## src/rtl/shiftreg_cmd_seq_if.sv

```systemverilog
// Command handshake bundle for shiftreg_cmd_seq.
// The producer drives valid/data/op/cnt; the sequencer answers with ready.
interface shiftreg_cmd_seq_if #(
    parameter int DW = 4,
    parameter int OW = 2,
    parameter int CW = 3
);
    logic          cmd_valid;
    logic          cmd_ready;
    logic [DW-1:0] cmd_data;
    logic [OW-1:0] cmd_op;
    logic [CW-1:0] cmd_cnt;

    modport master (
        output cmd_valid, cmd_data, cmd_op, cmd_cnt,
        input  cmd_ready
    );

    modport slave (
        input  cmd_valid, cmd_data, cmd_op, cmd_cnt,
        output cmd_ready
    );
endinterface

```

## src/rtl/shiftreg_cmd_seq.sv

```systemverilog
// Command sequencer feeding the i/op inputs of a 4-bit shift register.
// Commands are buffered in a DEPTH-entry FIFO; each one holds its data/op
// pair on the outputs for cnt+1 consecutive clocks, back-to-back with no gap.
// Optional feature: define SHIFTREG_SEQ_FLUSH_EN to add a synchronous flush
// input that empties the FIFO and aborts the command being issued.
module shiftreg_cmd_seq #(
    parameter int            DW      = 4,
    parameter int            OW      = 2,
    parameter int            CW      = 3,
    parameter int            DEPTH   = 4,
    parameter logic [OW-1:0] IDLE_OP = {OW{1'b0}}
) (
    input  logic              clk,
    input  logic              rst,
`ifdef SHIFTREG_SEQ_FLUSH_EN
    input  logic              flush,
`endif
    shiftreg_cmd_seq_if.slave cmd,
    output logic [DW-1:0]     i,
    output logic [OW-1:0]     op,
    output logic              busy,
    output logic              done
);

    localparam int            AW      = (DEPTH > 1) ? $clog2(DEPTH) : 1;
    localparam logic [AW:0]   FULL    = (AW+1)'(DEPTH);
    localparam logic [AW:0]   OCC_ONE = (AW+1)'(1);
    localparam logic [AW-1:0] PTR_ONE = AW'(1);
    localparam logic [CW-1:0] CNT_ONE = CW'(1);

    typedef struct packed {
        logic [DW-1:0] data;
        logic [OW-1:0] op;
        logic [CW-1:0] cnt;
    } entry_t;

    typedef enum logic {
        IDLE,
        ISSUE
    } state_t;

    entry_t        mem [DEPTH];
    entry_t        head;
    entry_t        wr_entry;
    logic [AW-1:0] wr_ptr;
    logic [AW-1:0] rd_ptr;
    logic [AW:0]   occ;
    logic [AW:0]   occ_next;
    logic          push;
    logic          pop;
    logic          do_flush;
    state_t        state;
    logic [CW-1:0] cnt;

`ifdef SHIFTREG_SEQ_FLUSH_EN
    assign do_flush = flush;
`else
    assign do_flush = 1'b0;
`endif

    // Ready depends only on registered occupancy, so a same-cycle pop never frees a slot early.
    assign cmd.cmd_ready = (occ != FULL);
    assign push          = cmd.cmd_valid && cmd.cmd_ready && !do_flush;
    assign wr_entry      = {cmd.cmd_data, cmd.cmd_op, cmd.cmd_cnt};
    assign head          = mem[rd_ptr];

    // Take the head when idle, or on the final cycle of the current command.
    assign pop = (occ != '0) && !do_flush && ((state == IDLE) || (cnt == '0));

    // Next occupancy; also feeds the registered busy flag.
    always_comb begin
        // NOTE: default assignment first so every path drives occ_next and no latch is inferred.
        occ_next = occ;
        if (do_flush) begin
            occ_next = '0;
        end else begin
            case ({push, pop})
                2'b10:   occ_next = occ + OCC_ONE;
                2'b01:   occ_next = occ - OCC_ONE;
                default: occ_next = occ;
            endcase
        end
    end

    // FIFO storage write.
    // NOTE: storage has no reset; emptiness is tracked by the pointers and occupancy alone.
    always_ff @(posedge clk) begin
        if (push) begin
            mem[wr_ptr] <= wr_entry;
        end
    end

    // FIFO pointers and occupancy.
    // NOTE: sequential state uses non-blocking assignments so every register sees pre-edge values.
    always_ff @(posedge clk or posedge rst) begin
        if (rst) begin
            wr_ptr <= '0;
            rd_ptr <= '0;
            occ    <= '0;
        end else if (do_flush) begin
            wr_ptr <= '0;
            rd_ptr <= '0;
            occ    <= '0;
        end else begin
            if (push) wr_ptr <= wr_ptr + PTR_ONE;
            if (pop)  rd_ptr <= rd_ptr + PTR_ONE;
            occ <= occ_next;
        end
    end

    // Issue FSM with registered i/op/busy/done.
    always_ff @(posedge clk or posedge rst) begin
        if (rst) begin
            state <= IDLE;
            cnt   <= '0;
            i     <= '0;
            op    <= IDLE_OP;
            busy  <= 1'b0;
            done  <= 1'b0;
        end else if (do_flush) begin
            state <= IDLE;
            cnt   <= '0;
            op    <= IDLE_OP;
            busy  <= 1'b0;
            done  <= 1'b0;
        end else if (pop) begin
            state <= ISSUE;
            cnt   <= head.cnt;
            i     <= head.data;
            op    <= head.op;
            busy  <= 1'b1;
            done  <= (head.cnt == '0);
        end else if ((state == ISSUE) && (cnt != '0)) begin
            cnt   <= cnt - CNT_ONE;
            busy  <= 1'b1;
            done  <= (cnt == CNT_ONE);
        end else begin
            // Idle with nothing to pop, or last cycle with an empty FIFO.
            state <= IDLE;
            op    <= IDLE_OP;
            busy  <= (occ_next != '0);
            done  <= 1'b0;
        end
    end

endmodule

```

## src/flat_wrapper.sv

```systemverilog
// flat-port wrapper written by rule: the top's interface ports become plain ports
module shiftreg_cmd_seq_flat 
#(
    parameter int            DW      = 4,
    parameter int            OW      = 2,
    parameter int            CW      = 3,
    parameter int            DEPTH   = 4,
    parameter logic [OW-1:0] IDLE_OP = {OW{1'b0}}
)
  (clk, rst, i, op, busy, done, cmd_cmd_valid, cmd_cmd_data, cmd_cmd_op, cmd_cmd_cnt, cmd_cmd_ready);
  shiftreg_cmd_seq_if #(.DW(DW), .OW(OW), .CW(CW)) cmd_i ();
  input  logic clk;
  input  logic rst;
  output logic [DW-1:0] i;
  output logic [OW-1:0] op;
  output logic busy;
  output logic done;
  input wire logic [$bits(cmd_i.cmd_valid)-1:0] cmd_cmd_valid;
  input wire logic [$bits(cmd_i.cmd_data)-1:0] cmd_cmd_data;
  input wire logic [$bits(cmd_i.cmd_op)-1:0] cmd_cmd_op;
  input wire logic [$bits(cmd_i.cmd_cnt)-1:0] cmd_cmd_cnt;
  output wire logic [$bits(cmd_i.cmd_ready)-1:0] cmd_cmd_ready;
  assign cmd_i.cmd_valid = cmd_cmd_valid;
  assign cmd_i.cmd_data = cmd_cmd_data;
  assign cmd_i.cmd_op = cmd_cmd_op;
  assign cmd_i.cmd_cnt = cmd_cmd_cnt;
  assign cmd_cmd_ready = cmd_i.cmd_ready;
  shiftreg_cmd_seq #(.DW(DW), .OW(OW), .CW(CW), .DEPTH(DEPTH), .IDLE_OP(IDLE_OP)) u_core (.clk(clk), .rst(rst), .cmd(cmd_i), .i(i), .op(op), .busy(busy), .done(done));
endmodule
```

## config.mk

```make
export PLATFORM = sky130hd
export DESIGN_NAME = shiftreg_cmd_seq_flat
export DESIGN_NICKNAME = d
export VERILOG_FILES = /design/src/rtl/shiftreg_cmd_seq_if.sv /design/src/rtl/shiftreg_cmd_seq.sv /design/src/flat_wrapper.sv
export SDC_FILE = /design/constraint.sdc
export NUM_CORES = 1
export LEC_CHECK = 0
export ABC_AREA = 1
export CAP_MARGIN = 20
export CORE_MARGIN = 2
export CORE_UTILIZATION = 54
export DETAILED_ROUTE_END_ITERATION = 10
export MAX_ROUTING_LAYER = met4
export PLACE_DENSITY = 0.85
export RECOVER_POWER = 100
export SLEW_MARGIN = 30
export SYNTH_ARGS = -nofsm -noshare
export SYNTH_HDL_FRONTEND = slang
export SYNTH_SLANG_ARGS = --single-unit
```

## constraint.sdc

```tcl
create_clock -name clk -period 2.96 [get_ports clk]
set_input_delay 0.296 -clock clk [delete_from_list [all_inputs] [get_ports clk]]
set_output_delay 0.296 -clock clk [all_outputs]
set_load 0.02 [all_outputs]
```

==> summary.txt, run 1 <==
Status
  • Status: finished clean

Global route
  • Antenna violations before repair: 0
  • GR peak layer: met2
  • M3 GR Usage: 0.0433
  • GR Util All Layers: 0.180
  • GR Layer Usage met1: 0.222
  • GR met2 Demand/Resource: 0.270
  • Vias in the first global route: between 1000 and 1500
  • Grt total ovfl: 0
  • Largest net degree at the start of global routing: 21
  • Global-route wire length before repair: around 6400 um

Clock network
  • Clk_lat worst skew: roughly 0.30 ns
  • H-tree depth: 2
  • Cts hold-fix bufs: 0
  • CTS tree: done
  • Root Buffer: clkbuf_8
  • Post-CTS Setup Bufs: 0
  • Worst-path clk slew: around 0.090 ns
  • Clock sinks: 55
  • Clock buffer count from CTS: 5
  • Post-CTS sizing: 0
  • CTS max path bufs: 2

Finish
  • NumNets Final: 247
  • Multi-input gate area: 646 um^2
  • Register area: about 0.0016 mm^2
  • Area grow syn2layout: 12.0%
  • Fill count: about 330
  • Share of cells above drive strength 1: 0.0573
  • Diode count: 0
  • Final core occ: 0.644

Floorplanning
  • Die X: about 70 um
  • DIE AREA: just under 0.005 mm^2
  • Site Rows: 23
  • Initial Util: 0.575
  • Die Ht: approximately 70 um
  • Core Region: around 0.0041 mm^2
  • # IOs: 21

Critical path
  • Worst path slowest cell: fa_1
  • CP cell instances: inv_1 -> ha_1 -> ha_1 -> inv_1 -> nand2_2 -> nand2_4 -> inv_1 -> ha_1 -> fa_1 -> a21oi_1 -> o21ai_0 -> xor2_1
  • Worst Path Buf+Inv: 3
  • CP Data Arrival Time: about 2.7 ns
  • CP Max Fanout: 11
  • Startpoint Class: flop
  • Worst path top cell family by delay: adder cells
  • Worst setup EP type: flop
  • Worst EP required: 3.14 ns
  • Kind of critical path: flop to flop
  • Max stage delay on crit path: between 0.3 and 0.4 ns

Timing
  • Period utilisation layout: 0.865
  • Slew headroom: 0.531
  • Max Slew Vio Count: 0
  • Fmax: roughly 390 MHz
  • Setup Skew: 0.00551 ns
  • Final min period: ~2.6 ns
  • Tightest Pin Transition: roughly 0.7 ns
  • Final Hold Viols: 0
  • RSZ-0062 raised after global routing: false
  • Post-Route Setup TNS: 0 ns
  • Final Setup Violations: 0

Route
  • Total vias in the final route: about 1400
  • WL/cell: about 14 um
  • Drt pass-1 iters: 4
  • 1st-iter DRT viols: approximately 110
  • DRT antenna net count: 0
  • Routed WL: slightly below 4000 um
  • Number of vias per cell: 5.22
  • Post-route DRC violation count: 0

Run
  • Max cap viols: 0

Placed design
  • HPWL Detailed: about 2700 um
  • RD Place Congestion: around 0.77
  • I/O Buffers: 20

Synthesis
  • Post-Syn Area: 0.00235 mm^2
  • Synth Net Count: ~220
  • Syn_area_per_cell: 11.7 um^2
  • Yosys warns: 0
  • Sequential fraction of the synthesis area: 0.663
  • Synth cell types: 25
  • Synth Register Bits: 55
  • Post-synthesis cell count: ~200

Pwr
  • Pwr Density: between 1000 and 1500 mW/mm^2
  • LEAKAGE: approximately 1.1 nW
  • Flop pwr share: 0.460
  • Comb pwr share: 0.393
  • Clock power frac: 0.147
  • Switching fraction of total power: 0.391
  • Worst VDD drop: between 0.4 and 0.5 mV
  • P_int: around 1.6 mW
  • Sw Pwr: 1.04 mW

Min path
  • Worst Hold Class: flop to flop
[flip-flops by register name (all words and copies together) (netlist names)]
| name | flops |
|---|---|
| u_core.i | 4 |
| u_core.cnt | 3 |
| u_core.done | 1 |
| u_core.wr_ptr | 2 |
| u_core.mem | 36 |
| u_core.state | 1 |
| u_core.op | 2 |
| u_core.busy | 1 |
| u_core.occ | 3 |
| u_core.rd_ptr | 2 |
[logic make-up after synthesis]
kind of cell,synth area share
flip-flops,0.663
adder cells (fa/ha/maj),0.0511
multiplexers,0.00479
XOR/XNOR,0.0149
buffers and inverters,0.0602
AO/OA/AOI/OAI,0.0410
AND/OR/NAND/NOR,0.165
[synthesized netlist by cell type (all sizes together)]
| library cell | instances | area [um^2] |
|---|---|---|
| a21oi | 2 | 10.0 |
| a31oi | 1 | 6.26 |
| buf | 6 | 76.3 |
| dfrtp | 19 | 475 |
| edfxtp | 36 | 1080 |
| fa | 1 | 20.0 |
| ha | 8 | 100 |
| inv | 16 | 65.1 |
| mux2 | 1 | 11.3 |
| nand2 | 50 | 203 |
| nand3 | 17 | 85.1 |
| nor2 | 23 | 93.8 |
| o21ai | 16 | 80.1 |
| or2 | 1 | 6.26 |
| xnor2 | 1 | 8.76 |
| xor2 | 3 | 26.3 |
[power groups by stage]
stage                     sequential, mW  clock (mW)  combinational (mW)
after floorplan                     1.21           0               0.853
after global placement              1.23           0                1.04
after detailed placement            1.24           0                1.08
after CTS                           1.22       0.400                1.09
after global routing                1.25       0.431                1.18
final                               1.22       0.390                1.04
[worst register-to-register path, stage by stage (launching register included)]
cell	delay, ns
dfrtp_1	0.38
inv_1	0.07
ha_1	0.19
ha_1	0.19
inv_1	0.06
nand2_2	0.10
nand2_4	0.15
inv_1	0.17
ha_1	0.27
fa_1	0.39
a21oi_1	0.14
o21ai_0	0.15
xor2_1	0.17
[worst paths after layout]
| path | endpoint | startpoint | slack, ns | cells past startpoint |
|---|---|---|---|---|
| worst max-delay path | u_core.occ[2] | u_core.cnt[0] | 0.40 | 12 |
| max in group asynchronous | u_core.cnt[2] | rst | 1.97 | 2 |
| min in group asynchronous | u_core.wr_ptr[0] | rst | 0.55 | 2 |
| worst min register to register | u_core.i[0] | u_core.i[0] | 0.48 | 2 |
| worst max register to register | u_core.occ[2] | u_core.cnt[0] | 0.40 | 12 |
| worst min-delay path | u_core.i[0] | u_core.i[0] | 0.48 | 2 |
[through the flow]
stage	instance area, um^2	hold slack, ns	power [mW]	setup slack [ns]	cells
2_1_floorplan	2350	0.247	2.07	0.693	201
3_3_place_gp	2560	0.467	2.27	0.675	269
3_5_place_dp	2560	0.465	2.32	0.580	269
4_1_cts	2650	0.420	2.71	0.512	277
5_1_grt	2630	0.523	2.86	0.255	277
6_report	2630	0.484	2.65	0.400	277
[cell type report]
class	instances	area share
Multi-Input combinational cell	124	0.245
Sequential cell	55	0.592
Timing Repair Buffer	24	0.0818
Clock inverter	2	0.00476
Clock buffer	6	0.0276
Tap cell	50	0.0238
Inverter	16	0.0247
[routing by layer]
layer / wire [um] / share of wire / vias to the layer above
met3: 228 / 0.057 / 20
met1: 1690 / 0.42 / 659
met4: 165 / 0.042 / 0
met2: 1890 / 0.48 / 51
li1: - / - / 717
met5: 0 / 0 / -
[layout by cell type (no fill, tap or decap), drive strengths merged]
cell           Yosys  layout
a21oi              2       2
a31oi              1       1
clkbuf             0      10
clkdlybuf4s50      0       1
clkinv             0       2
dfrtp             19      19
dlygate4sd3        0      19
edfxtp            36      36
fa                 1       1
ha                 8       8
inv               16      16
mux2               1       1
nand2             50      50
nand3             17      17
nor2              23      23
o21ai             16      16
or2                1       1
xnor2              1       1
xor2               3       3
Note: power is estimated with default switching activity, not from simulation.
==> run 2, diff against run 1 <==
--- a/config.mk
+++ b/config.mk
@@ -8,10 +8,10 @@
 export ABC_AREA = 1
 export CAP_MARGIN = 20
 export CORE_MARGIN = 2
-export CORE_UTILIZATION = 54
+export CORE_UTILIZATION = 45
 export DETAILED_ROUTE_END_ITERATION = 10
 export MAX_ROUTING_LAYER = met4
-export PLACE_DENSITY = 0.85
+export PLACE_DENSITY = 0.75
 export RECOVER_POWER = 100
 export SLEW_MARGIN = 30
 export SYNTH_ARGS = -nofsm -noshare
==> run 2 against run 1 <==
Compared with the run above: utilization fell by 12 points; worst setup slack improved by 0.078 ns; hold slack got worse by 0.0034 ns; via count fell by 3.4%; flip-flop and latch count did not move; critical endpoint unchanged; largest cell class unchanged.
==> summary.txt, run 2 (synthesized netlist as in run 1, its figures left out) <==
Min path
  • Worst Hold Depth: 2
  • Hold path endpoint: u_core.op[0]
  • Worst Hold Class: flop to flop
  • HP Start: u_core.op[0]

Clock network
  • Cts hold-fix bufs: 0
  • CTS max path bufs: 2
  • Post-CTS Setup Bufs: 0
  • Worst-path clk slew: 0.09 ns
  • Root Buffer: clkbuf_8
  • Clk_lat worst skew: just over 0.3 ns
  • Clock sinks: 55
  • Post-CTS sizing: 0
  • Clock buffer count from CTS: 5
  • CTS tree: done
  • H-tree depth: 2

Finish
  • Largest Register: u_core.mem
  • NumNets Final: 248
  • Area grow syn2layout: 13.3%
  • Highest-count cells in the layout ignoring fill and taps: nand2_1 (48), edfxtp_1 (36), nor2_1 (21)
  • Fill count: ~470
  • Multi-input gate area: 643 um^2
  • Final core occ: 0.524
  • Share of cells above drive strength 1: 0.0702
  • Biggest regs: u_core.mem (36), u_core.i (4)
  • Largest register FFs: 36
  • Commonest non-fill, non-tap cell in the layout: nand2_1
  • Diode count: 0
  • Register area: ~0.0016 mm^2

Floorplanning
  • Die Ht: 76.2 um
  • Initial Util: 0.463
  • # IOs: 21
  • Die X: approximately 76 um
  • Core Region: roughly 0.0051 mm^2
  • DIE AREA: 0.00581 mm^2
  • Site Rows: 26

Route
  • WL/cell: roughly 13 um
  • Number of vias per cell: 4.69
  • WL met3: ~140 um
  • Top Metal Used: met4
  • 1st-iter DRT viols: 91
  • Post-route DRC violation count: 0
  • M1 WL: between 1500 and 2000 um
  • Met2 wire length: 1840 um
  • DRT antenna net count: 0
  • Total vias in the final route: approximately 1400
  • Drt pass-1 iters: 4
  • Routed WL: between 3000 and 4000 um

Placed design
  • RD Place Congestion: approximately 0.8
  • Pre-CTS WS: approximately 0.57 ns
  • I/O Buffers: 20
  • HPWL Detailed: about 2700 um

Global route
  • Grt total ovfl: 0
  • Vias in the first global route: 1354
  • Antenna violations before repair: 0
  • Global-route wire length before repair: around 6500 um
  • Largest net degree at the start of global routing: 21
  • GR Util All Layers: 0.153

Timing
  • Final min period: about 2.5 ns
  • Post-Route Setup TNS: 0 ns
  • Final Hold Viols: 0
  • Fmax: 403 MHz
  • Fin worst setup slack: 0.477 ns
  • Min Hold Slack: 0.480 ns
  • Slew headroom: 0.540
  • Setup Skew: around 0.0058 ns
  • RSZ-0062 raised after global routing: false
  • Max Slew Vio Count: 0
  • Final Setup Violations: 0
  • Tightest Pin Transition: about 0.69 ns
  • Period utilisation layout: 0.839

Critical path
  • Worst setup EP type: flop
  • FF-to-FF path depth: 12
  • Kind of critical path: flop to flop
  • CP Max Fanout: 11
  • Most used cell, CP: ha_1
  • Reg2reg setup slack: approximately 0.48 ns
  • R2R Path Start: u_core.cnt[0]
  • CP Data Arrival Time: 2.68 ns
  • Startpoint Class: flop
  • CP cell instances: inv_1 -> ha_1 -> ha_1 -> inv_1 -> nand2_1 -> nand2_4 -> inv_2 -> ha_1 -> fa_1 -> a21oi_1 -> o21ai_0 -> xor2_1
  • Worst Path Buf+Inv: 3
  • Worst EP required: ~3.2 ns
  • RR Endpoint: u_core.occ[2]
  • Worst path slowest cell: dfrtp_1
  • Max stage delay on crit path: between 0.3 and 0.4 ns
  • Worst path top cell family by delay: adder cells

Pwr
  • Worst VDD drop: about 0.36 mV
  • Pwr Density: 1000 mW/mm^2
  • LEAKAGE: between 1 and 1.5 nW

Run
  • Max cap viols: 0

Status
  • Status: finished clean
## run 2: cell types whose count changed in the layout (fill, tap and decap cells not counted)
| cell | previous run | this run |
|---|---|---|
| clkinvlp_4 | 0 | 1 |
| buf_4 | 0 | 1 |
| nand2_1 | 47 | 48 |
| inv_2 | 0 | 2 |
| inv_1 | 15 | 13 |
| clkinv_2 | 0 | 1 |
| clkinv_4 | 1 | 0 |
| nand2_2 | 2 | 1 |
| o21ai_0 | 15 | 12 |
| o21ai_1 | 1 | 4 |
| clkinv_1 | 1 | 0 |
## run 2: worst max-delay path by stage
| stage | end | depth (start not counted) | from | slack [ns] |
|---|---|---|---|---|
| CTS | u_core.occ[2] | 12 | u_core.cnt[0] | 0.56 |
| finish | u_core.occ[2] | 12 | u_core.cnt[0] | 0.48 |
| detailed placement | u_core.occ[2] | 12 | u_core.cnt[0] | 0.57 |
| global placement | u_core.occ[2] | 12 | u_core.cnt[0] | 0.67 |
| floorplan | u_core.occ[2] | 13 | u_core.cnt[0] | 0.69 |
| global route | u_core.occ[2] | 12 | u_core.cnt[0] | 0.17 |
## run 2: metal layers
layer,vias to the layer above,track usage
li1,717,-
met5,-,-
met4,0,0.0691
met1,648,0.191
met2,24,0.232
met3,9,0.0474
## run 2: power by group
group / switching [mW] / internal, mW
Sequential: 0.114 / 1.06
Combinational: 0.699 / 0.396
Clock: 0.235 / 0.166
## run 2: layout make-up
| cell class | instances | area share |
|---|---|---|
| repair buffers | 25 | 0.0837 |
| clock inverters | 2 | 0.00470 |
| flip-flops and latches | 55 | 0.585 |
| clock buffers | 6 | 0.0273 |
| well taps | 70 | 0.0329 |
| multi-input cells | 124 | 0.242 |
| inverters | 16 | 0.0245 |
## run 2: stage by stage
step	instance area, um^2	instances	total power [mW]
floorplan	2350	201	2.07
global placement	2600	290	2.29
CTS	2680	298	2.75
global route	2660	298	2.91
detailed placement	2600	290	2.34
finish	2660	298	2.67
## run 2: tightest hold or removal path, stage by stage (launching register included)
cell and delay (ns):
dfrtp_1 0.35, nand2_1 0.05, nand2_1 0.05
==> run 3, diff against run 2 <==
--- a/config.mk
+++ b/config.mk
@@ -11,7 +11,7 @@
 export CORE_UTILIZATION = 45
 export DETAILED_ROUTE_END_ITERATION = 10
 export MAX_ROUTING_LAYER = met4
-export PLACE_DENSITY = 0.75
+export PLACE_DENSITY = 0.77
 export RECOVER_POWER = 100
 export SLEW_MARGIN = 30
 export SYNTH_ARGS = -nofsm -noshare
==> constraint.sdc (replaced) <==
create_clock -name clk -period 2.2 [get_ports clk]
set_input_delay 0.22 -clock clk [delete_from_list [all_inputs] [get_ports clk]]
set_output_delay 0.22 -clock clk [all_outputs]
set_load 0.02 [all_outputs]
==> run 3 against run 2 <==
Compared with the run above: worst setup slack got worse by 0.35 ns; hold slack got worse by 0.023 ns; critical path type unchanged; fmax rose by 20%; largest power group unchanged; critical endpoint unchanged; combinational power rose by 36%.
==> summary.txt, run 3 (synthesized netlist as in run 1, its figures left out) <==
Status
  • Status: finished clean

Clock network
  • H-tree depth: 2
  • CTS tree: done
  • Clock buffer count from CTS: 5
  • Clock sinks: 55
  • Cts hold-fix bufs: 0
  • Worst-path clk slew: around 0.1 ns
  • CTS max path bufs: 2
  • Clk_lat worst skew: just over 0.3 ns
  • Root Buffer: clkbuf_8

Timing
  • Post-Route Setup TNS: 0 ns
  • Max Slew Vio Count: 0
  • Fmax: between 400 and 500 MHz
  • RSZ-0062 raised after global routing: false
  • Final Setup Violations: 0
  • Tightest Pin Transition: between 0.7 and 0.8 ns
  • Period utilisation layout: 0.942
  • Setup Skew: 0.0111 ns
  • Slew headroom: 0.512
  • Final Hold Viols: 0
  • Fin worst setup slack: 0.127 ns
  • Final min period: 2.07 ns

Critical path
  • Worst setup EP type: flop
  • Worst EP required: between 2 and 2.5 ns
  • Startpoint Class: flop
  • CP Data Arrival Time: 2.28 ns
  • Kind of critical path: flop to flop
  • Worst path slowest cell: dfrtp_1
  • CP cell instances: inv_1 -> ha_1 -> ha_1 -> inv_1 -> nand2_4 -> nand2_4 -> inv_2 -> ha_4 -> fa_2 -> a21oi_2 -> o21ai_1 -> xor2_1
  • FF-to-FF path depth: 12
  • CP Max Fanout: 6
  • Reg2reg setup slack: approximately 0.13 ns
  • Max stage delay on crit path: 0.37 ns

Route
  • WL/cell: roughly 13 um
  • Post-route DRC violation count: 0
  • Drt pass-1 iters: 5
  • Number of vias per cell: slightly below 5
  • DRT antenna net count: 0
  • Total vias in the final route: 1446
  • Routed WL: about 3900 um
  • 1st-iter DRT viols: 46

Placed design
  • RD Place Congestion: approximately 0.77
  • I/O Buffers: 20
  • Pre-CTS WS: 0.0739 ns
  • HPWL Detailed: 2580 um

Finish
  • Highest-count cells in the layout ignoring fill and taps: nand2_1 (48), edfxtp_1 (36), nor2_1 (22)
  • Biggest regs: u_core.mem (36), u_core.i (4)
  • Commonest non-fill, non-tap cell in the layout: nand2_1
  • Diode count: 0
  • Largest register FFs: 36
  • Area grow syn2layout: 15.2%
  • Multi-input gate area: roughly 660 um^2
  • Register area: 0.00156 mm^2
  • Fill count: 451
  • Share of cells above drive strength 1: 0.0826
  • Largest Register: u_core.mem
  • NumNets Final: 250

Pwr
  • LEAKAGE: approximately 1.1 nW
  • Pwr Density: between 1000 and 1500 mW/mm^2
  • Worst VDD drop: 0.635 mV

Floorplanning
  • Die Ht: approximately 76 um
  • Site Rows: 26
  • DIE AREA: 0.00581 mm^2
  • # IOs: 21
  • Die X: ~76 um
  • Initial Util: 0.463
  • Core Region: 0.00507 mm^2

Min path
  • Worst Hold Class: primary input to asynchronous set/reset pin

Run
  • Max cap viols: 0

Global route
  • Global-route wire length before repair: between 6000 and 7000 um
  • Antenna violations before repair: 0
  • GR Util All Layers: 0.151
  • Largest net degree at the start of global routing: 21
  • Vias in the first global route: approximately 1400
  • Grt total ovfl: 0
run 3: worst paths after layout:
kind | from | end
setup / recovery | u_core.cnt[0] | u_core.occ[2]
hold / removal | rst | u_core.occ[0]
setup reg to reg | u_core.cnt[0] | u_core.occ[2]
hold reg to reg | u_core.op[1] | u_core.op[1]
max in group asynchronous | rst | u_core.wr_ptr[1]
min in group clk | u_core.op[1] | u_core.op[1]
run 3: per-stage QoR:
| step | total power, mW | cell area, um^2 | hold slack [ns] | cells | utilization |
|---|---|---|---|---|---|
| finish | 3.71 | 2710 | 0.457 | 300 | 0.533 |
| global route | 4.02 | 2710 | 0.531 | 300 | 0.533 |
| CTS | 3.77 | 2710 | 0.351 | 299 | 0.534 |
| detailed placement | 3.19 | 2610 | 0.478 | 291 | 0.514 |
| global placement | 3.12 | 2610 | 0.463 | 291 | 0.514 |
| floorplan | 2.79 | 2350 | 0.171 | 201 | - |
run 3: layout make-up:
| type | count | area share |
|---|---|---|
| clock buffer | 5 | 0.0254 |
| clock inverter | 3 | 0.0106 |
| inverter | 16 | 0.0241 |
| multi-input combinational | 124 | 0.246 |
| sequential | 55 | 0.575 |
| tap | 70 | 0.0324 |
| timing repair buffer | 27 | 0.0865 |
run 3: worst max-delay path, delay by kind of cell (launching register included):
family,cells,cell delay [ns]
adder cells (fa/ha/maj),4,0.90
AO/OA/AOI/OAI,2,0.19
XOR/XNOR,1,0.15
buffers and inverters,3,0.20
flip-flops,1,0.37
AND/OR/NAND/NOR,2,0.15
run 3: what timing repair did:
item	in CTS	in global routing
hold endpoints to repair	0	0
resized for setup	0	3
setup endpoints to repair	0	2
buffers inserted	0	1
run 3: per-layer routing:
metal  track usage  vias up  share of wire
li1              -      722              -
met1         0.174      688           0.42
met2         0.257       28           0.52
met3        0.0355        8          0.038
met4        0.0600        0          0.015
met5             -        -              0
run 3: power breakdown:
group          total (mW)  switching (mW)  internal, mW
Combinational        1.48           0.896         0.587
Sequential           1.64           0.212          1.43
Clock               0.591           0.350         0.241
Total                3.71            1.46          2.26
